<file path="src/rtl/div_ctrl_pkg.sv">
// Shared types for the iterative divide controller: op codes, FSM states
// and the 64-bit word type used across the divide datapath.
package div_ctrl_pkg;

  typedef logic [63:0] u64;

  typedef enum logic [1:0] {
    DIV  = 2'd0,
    DIVU = 2'd1,
    REM  = 2'd2,
    REMU = 2'd3
  } div_op_t;

  typedef enum logic [1:0] {
    IDLE,
    BUSY,
    DONE
  } div_state_t;

  localparam u64 INT64_MIN    = 64'h8000_0000_0000_0000;
  localparam u64 INT32_MIN_SX = 64'hFFFF_FFFF_8000_0000;

  function automatic u64 sext32(input logic [31:0] v);
    return {{32{v[31]}}, v};
  endfunction

endpackage

</file>
<file path="src/rtl/div_ctrl_if.sv">
// Valid/data_ok link between the divide controller and the unsigned
// iterative divider.
interface div_ctrl_if;
  import div_ctrl_pkg::*;

  logic div_valid;
  u64   div_srca;
  u64   div_srcb;
  u64   div_quot;
  u64   div_rem;
  logic div_data_ok;

  modport master (
    output div_valid, div_srca, div_srcb,
    input  div_quot, div_rem, div_data_ok
  );

  modport slave (
    input  div_valid, div_srca, div_srcb,
    output div_quot, div_rem, div_data_ok
  );

endinterface

</file>
<file path="src/rtl/div_ctrl_fixup.sv">
// Combinational sign handling for RV64M divide/remainder: effective-width
// operands, sign flags, magnitudes, special-case detection and the final
// negate plus W-form sign extension.
module div_fixup
  import div_ctrl_pkg::*;
(
  input  div_op_t op,
  input  logic    word,
  input  u64      a,
  input  u64      b,
  input  logic    use_div,
  input  u64      quot,
  input  u64      rem,
  input  logic    neg_quot,
  input  logic    neg_rem,
  output u64      mag_a,
  output u64      mag_b,
  output logic    sign_a,
  output logic    sign_b,
  output logic    special,
  output u64      result
);

  logic is_signed;
  logic is_rem;
  logic b_zero;
  logic ovf;
  logic neg;
  u64   a_eff;
  u64   b_eff;
  u64   raw;
  u64   fixed;

  // Operand conditioning and result fix-up for the current op.
  always_comb begin
    is_signed = ~op[0];
    is_rem    = op[1];

    if (word) begin
      a_eff = is_signed ? sext32(a[31:0]) : {32'h0, a[31:0]};
      b_eff = is_signed ? sext32(b[31:0]) : {32'h0, b[31:0]};
    end else begin
      a_eff = a;
      b_eff = b;
    end

    sign_a = is_signed & a_eff[63];
    sign_b = is_signed & b_eff[63];
    // |INT_MIN| wraps to itself, which is the right unsigned magnitude.
    mag_a  = sign_a ? -a_eff : a_eff;
    mag_b  = sign_b ? -b_eff : b_eff;

    b_zero  = (b_eff == '0);
    ovf     = is_signed && (a_eff == (word ? INT32_MIN_SX : INT64_MIN)) && (b_eff == '1);
    special = b_zero | ovf;

    if (use_div) begin
      raw = is_rem ? rem : quot;
    end else if (b_zero) begin
      raw = is_rem ? a_eff : '1;
    end else begin
      raw = is_rem ? '0 : a_eff;
    end

    neg    = use_div & (is_rem ? neg_rem : neg_quot);
    fixed  = neg ? -raw : raw;
    result = word ? sext32(fixed[31:0]) : fixed;
  end

endmodule

</file>
<file path="src/rtl/div_ctrl.sv">
// Execute-stage divide controller: accepts RV64M DIV/REM ops, drives the
// unsigned iterative divider, resolves divide-by-zero and signed overflow
// locally, and holds the result until the consumer takes it.
module div_ctrl
  import div_ctrl_pkg::*;
#(
  parameter int unsigned XLEN     = 64,
  parameter int unsigned MAX_WAIT = 80
) (
  input  logic            clk,
  input  logic            resetn,
  input  logic            req_valid,
  output logic            req_ready,
  input  logic [1:0]      req_op,
  input  logic            req_word,
  input  logic [XLEN-1:0] req_a,
  input  logic [XLEN-1:0] req_b,
  input  logic            flush,
  output logic            resp_valid,
  input  logic            resp_ready,
  output logic [XLEN-1:0] resp_data,
  output logic            err,
  div_ctrl_if.master      div_bus
);

  localparam int unsigned WD_W = $clog2(MAX_WAIT + 1);

  div_state_t      state_q;
  div_state_t      state_d;
  div_op_t         op_q;
  logic            word_q;
  logic            neg_quot_q;
  logic            neg_rem_q;
  u64              srca_q;
  u64              srcb_q;
  u64              result_q;
  logic            err_q;
  logic [WD_W-1:0] wd_cnt_q;

  logic    in_busy;
  logic    wd_expired;
  div_op_t fx_op;
  logic    fx_word;
  u64      fx_mag_a;
  u64      fx_mag_b;
  logic    fx_sign_a;
  logic    fx_sign_b;
  logic    fx_special;
  u64      fx_result;

  assign in_busy    = (state_q == BUSY);
  assign wd_expired = (wd_cnt_q == WD_W'(MAX_WAIT - 1));

  // One fix-up instance serves both ends: outside BUSY it sees the incoming
  // request (operand prep, special results); in BUSY it sees the latched op
  // and the divider outputs (result fix-up).
  assign fx_op   = in_busy ? op_q : div_op_t'(req_op);
  assign fx_word = in_busy ? word_q : req_word;

  div_fixup u_fixup (
    .op       (fx_op),
    .word     (fx_word),
    .a        (req_a),
    .b        (req_b),
    .use_div  (in_busy),
    .quot     (div_bus.div_quot),
    .rem      (div_bus.div_rem),
    .neg_quot (neg_quot_q),
    .neg_rem  (neg_rem_q),
    .mag_a    (fx_mag_a),
    .mag_b    (fx_mag_b),
    .sign_a   (fx_sign_a),
    .sign_b   (fx_sign_b),
    .special  (fx_special),
    .result   (fx_result)
  );

  // State register.
  always_ff @(posedge clk or negedge resetn) begin
    if (!resetn) state_q <= IDLE;
    else         state_q <= state_d;
  end

  // Next-state logic; flush overrides every transition.
  always_comb begin
    state_d = state_q;
    if (flush) begin
      state_d = IDLE;
    end else begin
      case (state_q)
        IDLE:    if (req_valid) state_d = fx_special ? DONE : BUSY;
        BUSY:    if (div_bus.div_data_ok || wd_expired) state_d = DONE;
        DONE:    if (resp_ready) state_d = IDLE;
        default: state_d = IDLE;
      endcase
    end
  end

  // Outputs decoded from the registered state and datapath registers.
  always_comb begin
    req_ready        = (state_q == IDLE);
    resp_valid       = (state_q == DONE);
    div_bus.div_valid = (state_q == BUSY);
    div_bus.div_srca = srca_q;
    div_bus.div_srcb = srcb_q;
    resp_data        = result_q;
    err              = err_q;
  end

  // Operand/flag capture on accept, result capture, watchdog and sticky err.
  always_ff @(posedge clk or negedge resetn) begin
    if (!resetn) begin
      op_q       <= DIV;
      word_q     <= 1'b0;
      neg_quot_q <= 1'b0;
      neg_rem_q  <= 1'b0;
      srca_q     <= '0;
      srcb_q     <= '0;
      result_q   <= '0;
      err_q      <= 1'b0;
      wd_cnt_q   <= '0;
    end else if (flush) begin
      result_q <= '0;
    end else begin
      case (state_q)
        IDLE: begin
          if (req_valid) begin
            op_q       <= div_op_t'(req_op);
            word_q     <= req_word;
            neg_quot_q <= fx_sign_a ^ fx_sign_b;
            neg_rem_q  <= fx_sign_a;
            wd_cnt_q   <= '0;
            if (fx_special) begin
              result_q <= fx_result;
            end else begin
              srca_q <= fx_mag_a;
              srcb_q <= fx_mag_b;
            end
          end
        end
        BUSY: begin
          if (div_bus.div_data_ok) begin
            result_q <= fx_result;
          end else if (wd_expired) begin
            result_q <= '0;
            err_q    <= 1'b1;
          end else begin
            wd_cnt_q <= wd_cnt_q + WD_W'(1);
          end
        end
        default: ;
      endcase
    end
  end

endmodule

</file>
<file path="src/flat_wrapper.sv">
// flat-port wrapper written by rule: the top's interface ports become plain ports
module div_ctrl_flat import div_ctrl_pkg::*;
#(
  parameter int unsigned XLEN     = 64,
  parameter int unsigned MAX_WAIT = 80
)
  (clk, resetn, req_valid, req_ready, req_op, req_word, req_a, req_b, flush, resp_valid, resp_ready, resp_data, err, div_bus_div_valid, div_bus_div_srca, div_bus_div_srcb, div_bus_div_quot, div_bus_div_rem, div_bus_div_data_ok);
  div_ctrl_if div_bus_i ();
  input  logic clk;
  input  logic resetn;
  input  logic req_valid;
  output logic req_ready;
  input  logic [1:0] req_op;
  input  logic req_word;
  input  logic [XLEN-1:0] req_a;
  input  logic [XLEN-1:0] req_b;
  input  logic flush;
  output logic resp_valid;
  input  logic resp_ready;
  output logic [XLEN-1:0] resp_data;
  output logic err;
  output wire logic [$bits(div_bus_i.div_valid)-1:0] div_bus_div_valid;
  output wire logic [$bits(div_bus_i.div_srca)-1:0] div_bus_div_srca;
  output wire logic [$bits(div_bus_i.div_srcb)-1:0] div_bus_div_srcb;
  input wire logic [$bits(div_bus_i.div_quot)-1:0] div_bus_div_quot;
  input wire logic [$bits(div_bus_i.div_rem)-1:0] div_bus_div_rem;
  input wire logic [$bits(div_bus_i.div_data_ok)-1:0] div_bus_div_data_ok;
  assign div_bus_div_valid = div_bus_i.div_valid;
  assign div_bus_div_srca = div_bus_i.div_srca;
  assign div_bus_div_srcb = div_bus_i.div_srcb;
  assign div_bus_i.div_quot = div_bus_div_quot;
  assign div_bus_i.div_rem = div_bus_div_rem;
  assign div_bus_i.div_data_ok = div_bus_div_data_ok;
  div_ctrl #(.XLEN(XLEN), .MAX_WAIT(MAX_WAIT)) u_core (.clk(clk), .resetn(resetn), .req_valid(req_valid), .req_ready(req_ready), .req_op(req_op), .req_word(req_word), .req_a(req_a), .req_b(req_b), .flush(flush), .resp_valid(resp_valid), .resp_ready(resp_ready), .resp_data(resp_data), .err(err), .div_bus(div_bus_i));
endmodule
</file>
<file path="config.mk">
export PLATFORM = sky130hd
export DESIGN_NAME = div_ctrl_flat
export DESIGN_NICKNAME = d
export VERILOG_FILES = /design/src/rtl/div_ctrl_pkg.sv /design/src/rtl/div_ctrl_if.sv /design/src/rtl/div_ctrl_fixup.sv /design/src/rtl/div_ctrl.sv /design/src/flat_wrapper.sv
export SDC_FILE = /design/constraint.sdc
export NUM_CORES = 1
export LEC_CHECK = 0
export ABC_CLOCK_PERIOD_IN_PS = 4100
export BUFFER_PORTS_ARGS = -buffer_cell sky130_fd_sc_hd__buf_2
export CAP_MARGIN = 20
export CORE_UTILIZATION = 25
export DETAILED_ROUTE_END_ITERATION = 8
export GPL_TIMING_DRIVEN = 0
export PLACE_DENSITY = 0.57
export RECOVER_POWER = 100
export SLEW_MARGIN = 0
export SYNTH_ARGS = -nofsm -noshare
export SYNTH_HDL_FRONTEND = slang
export SYNTH_SLANG_ARGS = --single-unit
</file>
<file path="constraint.sdc">
create_clock -name clk -period 4.1 [get_ports clk]
set_clock_uncertainty 0.05 [all_clocks]
set_input_delay 0.82 -clock clk [delete_from_list [all_inputs] [get_ports clk]]
set_output_delay 0.82 -clock clk [all_outputs]
set_load 0.02 [all_outputs]
</file>
==> metrics.md <==
| Metric | Value |
|---|---|
| Main synth FF type | `dfrtp_1` |
| CTS root buf | `clkbuf_16` |
| Cell Rows | `91` |
| Largest net degree at the start of global routing | `108` |
| Crit path capture type | `flop` |
| Sequential area share after synthesis | `between 30% and 40%` |
| First-pass GRT wire length | `approximately 120 mm` |
| Post-synth ARST share | `100%` |
| Crit path required time | `between 4000 and 5000 ps` |
| Post-synth cell types | `80` |
| Power per Cell Area | `between 300 and 400 nW/um^2` |
| Run status | `finished with violations` |
| Die width | `roughly 250 um` |
| Largest family of logic cells by synthesized area | `compound AO/OA/AOI/OAI gates` |
| Slew Viols, Final | `108` |
| CP Launch Type | `primary input` |
| Fin Setup TNS | `-14130 ps` |
| Period Utilization, post-route | `112%` |
| Synth Area in XOR/XNOR | `under 10%` |
| Period minus WS final | `~4600 ps` |
| CP arrival | `4960 ps` |
| Setup violators final | `51` |
| Maximum clock frequency | `between 200 and 250 MHz` |
| Max Fanout on Critical Path | `5` |
| Max IR drop VDD | `about 0.00030 V` |
| Area Growth Syn to Fin | `39.9%` |
| Die Span Y | `between 200 and 300 um` |
| Core Util, Final | `a little over a third` |
| Pleak | `~9.0 nW` |
| Routed Antenna Nets | `0` |
| Simple-gate share of the synthesized area | `between 20% and 30%` |
| Clk sinks | `207` |
| Via Count | `between 15000 and 20000` |
| Vias per cell | `about 5.4` |
| Reg-to-reg slack, setup | `-410 ps` |
| Flop and latch count out of synthesis | `between 200 and 250` |
| Gpl congestion | `0.952` |
| Post-synth top area share | `33.3%` |
| Min setup slack post-route | `-477 ps` |
| Total CTS buffers | `27` |
| Hold Vio Cnt, Final | `0` |
| Nets@finish | `between 2000 and 3000` |
| Vias in the first global route | `~18000` |
| Max_cap viols | `1` |
| Syn Area/Cell | `about 7.6 um^2` |
| Hold WC Path Type | `reg2reg` |
| Detailed Route WL | `between 80 and 90 mm` |
| TritonRoute pass-1 iters | `7` |
| YS warnings | `0` |
| Slew at the pin with the worst max-slew slack | `1590 ps` |
| Avg WL per Cell | `between 20 and 25 um` |
| Failing checks | `capacitance limit, slew limit, setup timing` |
| Number of H-tree levels | `1` |
| Cells after synthesis | `between 2000 and 2500` |
| Gr usage total | `around a quarter` |
| Post-Synthesis Net Count | `approximately 2300` |
| Area leader, netlist | `dfrtp_1` |
| Synth top cells by count | `336 x nand2_1, 258 x o21ai_0, 207 x dfrtp_1, 180 x nor2_1, 158 x a21oi_1` |
| Worst setup path class | `in2reg` |
| Mapped cell area | `~16000 um^2` |
| Top-count cell post-synth | `nand2_1` |
| EDFF count, synth | `0` |
| Hpwl dp | `67.2 mm` |
| DRC violations left | `0` |
| Die ar. | `approximately 63000 um^2` |
| Initial Util | `roughly 25%` |
| Clk buf depth | `3` |
| Initial antenna violation count | `17` |
| Relative slew margins | `-6.15%` |
| RSZ-0062 raised after global routing | `true` |
| TritonCTS clock tree | `done` |
| Clk_lat worst skew | `around 550 ps` |
| Synth Area in Adders | `less than 1%` |
| Placement Setup Slack | `-2400 ps` |
| Drt first-iter violations | `about 1700` |
| Port buffer count | `about 460` |
| Complex-gate fraction of the synthesized area | `between 20% and 30%` |
| CORE AREA | `around 60000 um^2` |
| Share of layout cells above drive strength 1 | `roughly a quarter` |
| I/O pins | `461` |
| Clk slew on worst S/H paths | `70 ps` |
| Grt ovf | `0` |
| Largest cells by area after synthesis | `dfrtp_1 33%, o21ai_0 8.3%, nand2_1 8.1%, a21oi_1 5.1%, xor2_1 5.0%` |
| Mux contribution to synthesized area | `4.52%` |
[kinds of logic after synthesis]
group | Yosys count
buf+inv | 160
mux | 68
xor+xnor | 161
simple gates | 803
compound gates | 639
flops | 207
fa+ha+maj | 6
[sequential cells by signal (all words and copies together) (netlist names)]
name,cells
u_core.div_bus.div_srca,64
u_core.div_bus.div_srcb,64
u_core.err,1
u_core.neg_quot_q,1
u_core.neg_rem_q,1
u_core.op_q,2
u_core.resp_data,64
u_core.state_q,2
u_core.wd_cnt_q,7
u_core.word_q,1
[repair_timing]
item                                   4_1_cts  5_1_grt
setup endpoints to repair                  201      192
gates resized for setup                    235      149
buffers inserted                            56       29
pin swaps                                   58       65
gates cloned                                 2        0
endpoints found under the hold margin       10        0
hold buffers                                 1        0
[worst paths after layout]
kind,from,endpoint,cells after the start
min reg2reg,u_core.err$_DFFE_PN0P_,u_core.err$_DFFE_PN0P_,1
min in group asynchronous,resetn,u_core.div_bus.div_srcb[13]$_DFFE_PN0P_,2
max in group asynchronous,resetn,u_core.op_q[1]$_DFFE_PN0P_,4
min,u_core.err$_DFFE_PN0P_,u_core.err$_DFFE_PN0P_,1
max reg2reg,u_core.state_q[1]$_DFFE_PN0P_,u_core.resp_data[62]$_DFFE_PN0P_,20
max,req_b[57],u_core.resp_data[62]$_DFFE_PN0P_,20
[metal layers]
metal	track usage, %	part of all wire (%)	up-vias
li1	-	-	8525
met1	32.7	42	9015
met2	42.9	46	936
met3	5.88	8.4	181
met4	9.27	3.7	12
met5	0	0.093	-
[per-stage QoR]
| step | std cells | power (mW) | instance area (um^2) | hold WS [ps] |
|---|---|---|---|---|
| floorplan | 2044 | 4.26 | 15700 | 398 |
| global route | 3479 | 8.64 | 21700 | 445 |
| detailed placement | 3344 | 5.57 | 19100 | 398 |
| global placement | 3339 | 5.55 | 19000 | 390 |
| finish | 3487 | 8.25 | 21700 | 417 |
| CTS | 3446 | 8.26 | 21300 | 417 |
[where the power goes]
group	internal [mW]	total [mW]	switching (mW)
clock network	1.47	2.49	1.02
logic	0.993	3.17	2.17
registers	2.38	2.60	0.217
total	4.84	8.25	3.41
[cell type report]
class                      count  area [um^2]
antenna                       13         32.5
buffer                       140          820
clock buffer                  32          734
clock inverter                16          178
fill                        6736        39900
inverter                      14         60.1
multi-input combinational   1677        10800
sequential                   207         5190
tap                          837         1050
timing repair buffer         551         2850
[placed cells by master, fill, tap and decap left out, types with 17 or more instances in the layout]
master	synthesis	final
dfrtp_1	207	204
o21ai_0	258	220
nor3_2	2	18
nor2_1	180	174
mux2i_1	53	47
nand4_1	31	31
o21ai_1	25	45
o21ai_2	0	17
clkbuf_16	0	28
a21oi_1	158	141
buf_4	0	83
xnor2_1	73	71
nor4_1	37	24
nand3_1	36	28
o22ai_1	27	25
xor2_1	88	84
buf_2	17	277
nand2_1	336	324
clkbuf_1	109	246
nor3_1	59	38
a31oi_1	31	24
o31ai_1	32	22
clkbuf_2	0	41
[critical path, stage by stage]
cell	delay [ps]
buf_6	90
or4_4	530
or4_4	430
or3_4	370
o41a_1	420
buf_6	190
a2111oi_4	390
a311oi_4	80
ha_2	220
o211ai_1	100
nor2_1	90
o21ai_2	110
nor4_4	80
nand4b_1	130
buf_6	130
buf_12	110
nor3_4	60
a41oi_2	290
and4_1	250
a211oi_2	40
Power figures use the tool's default switching activity.
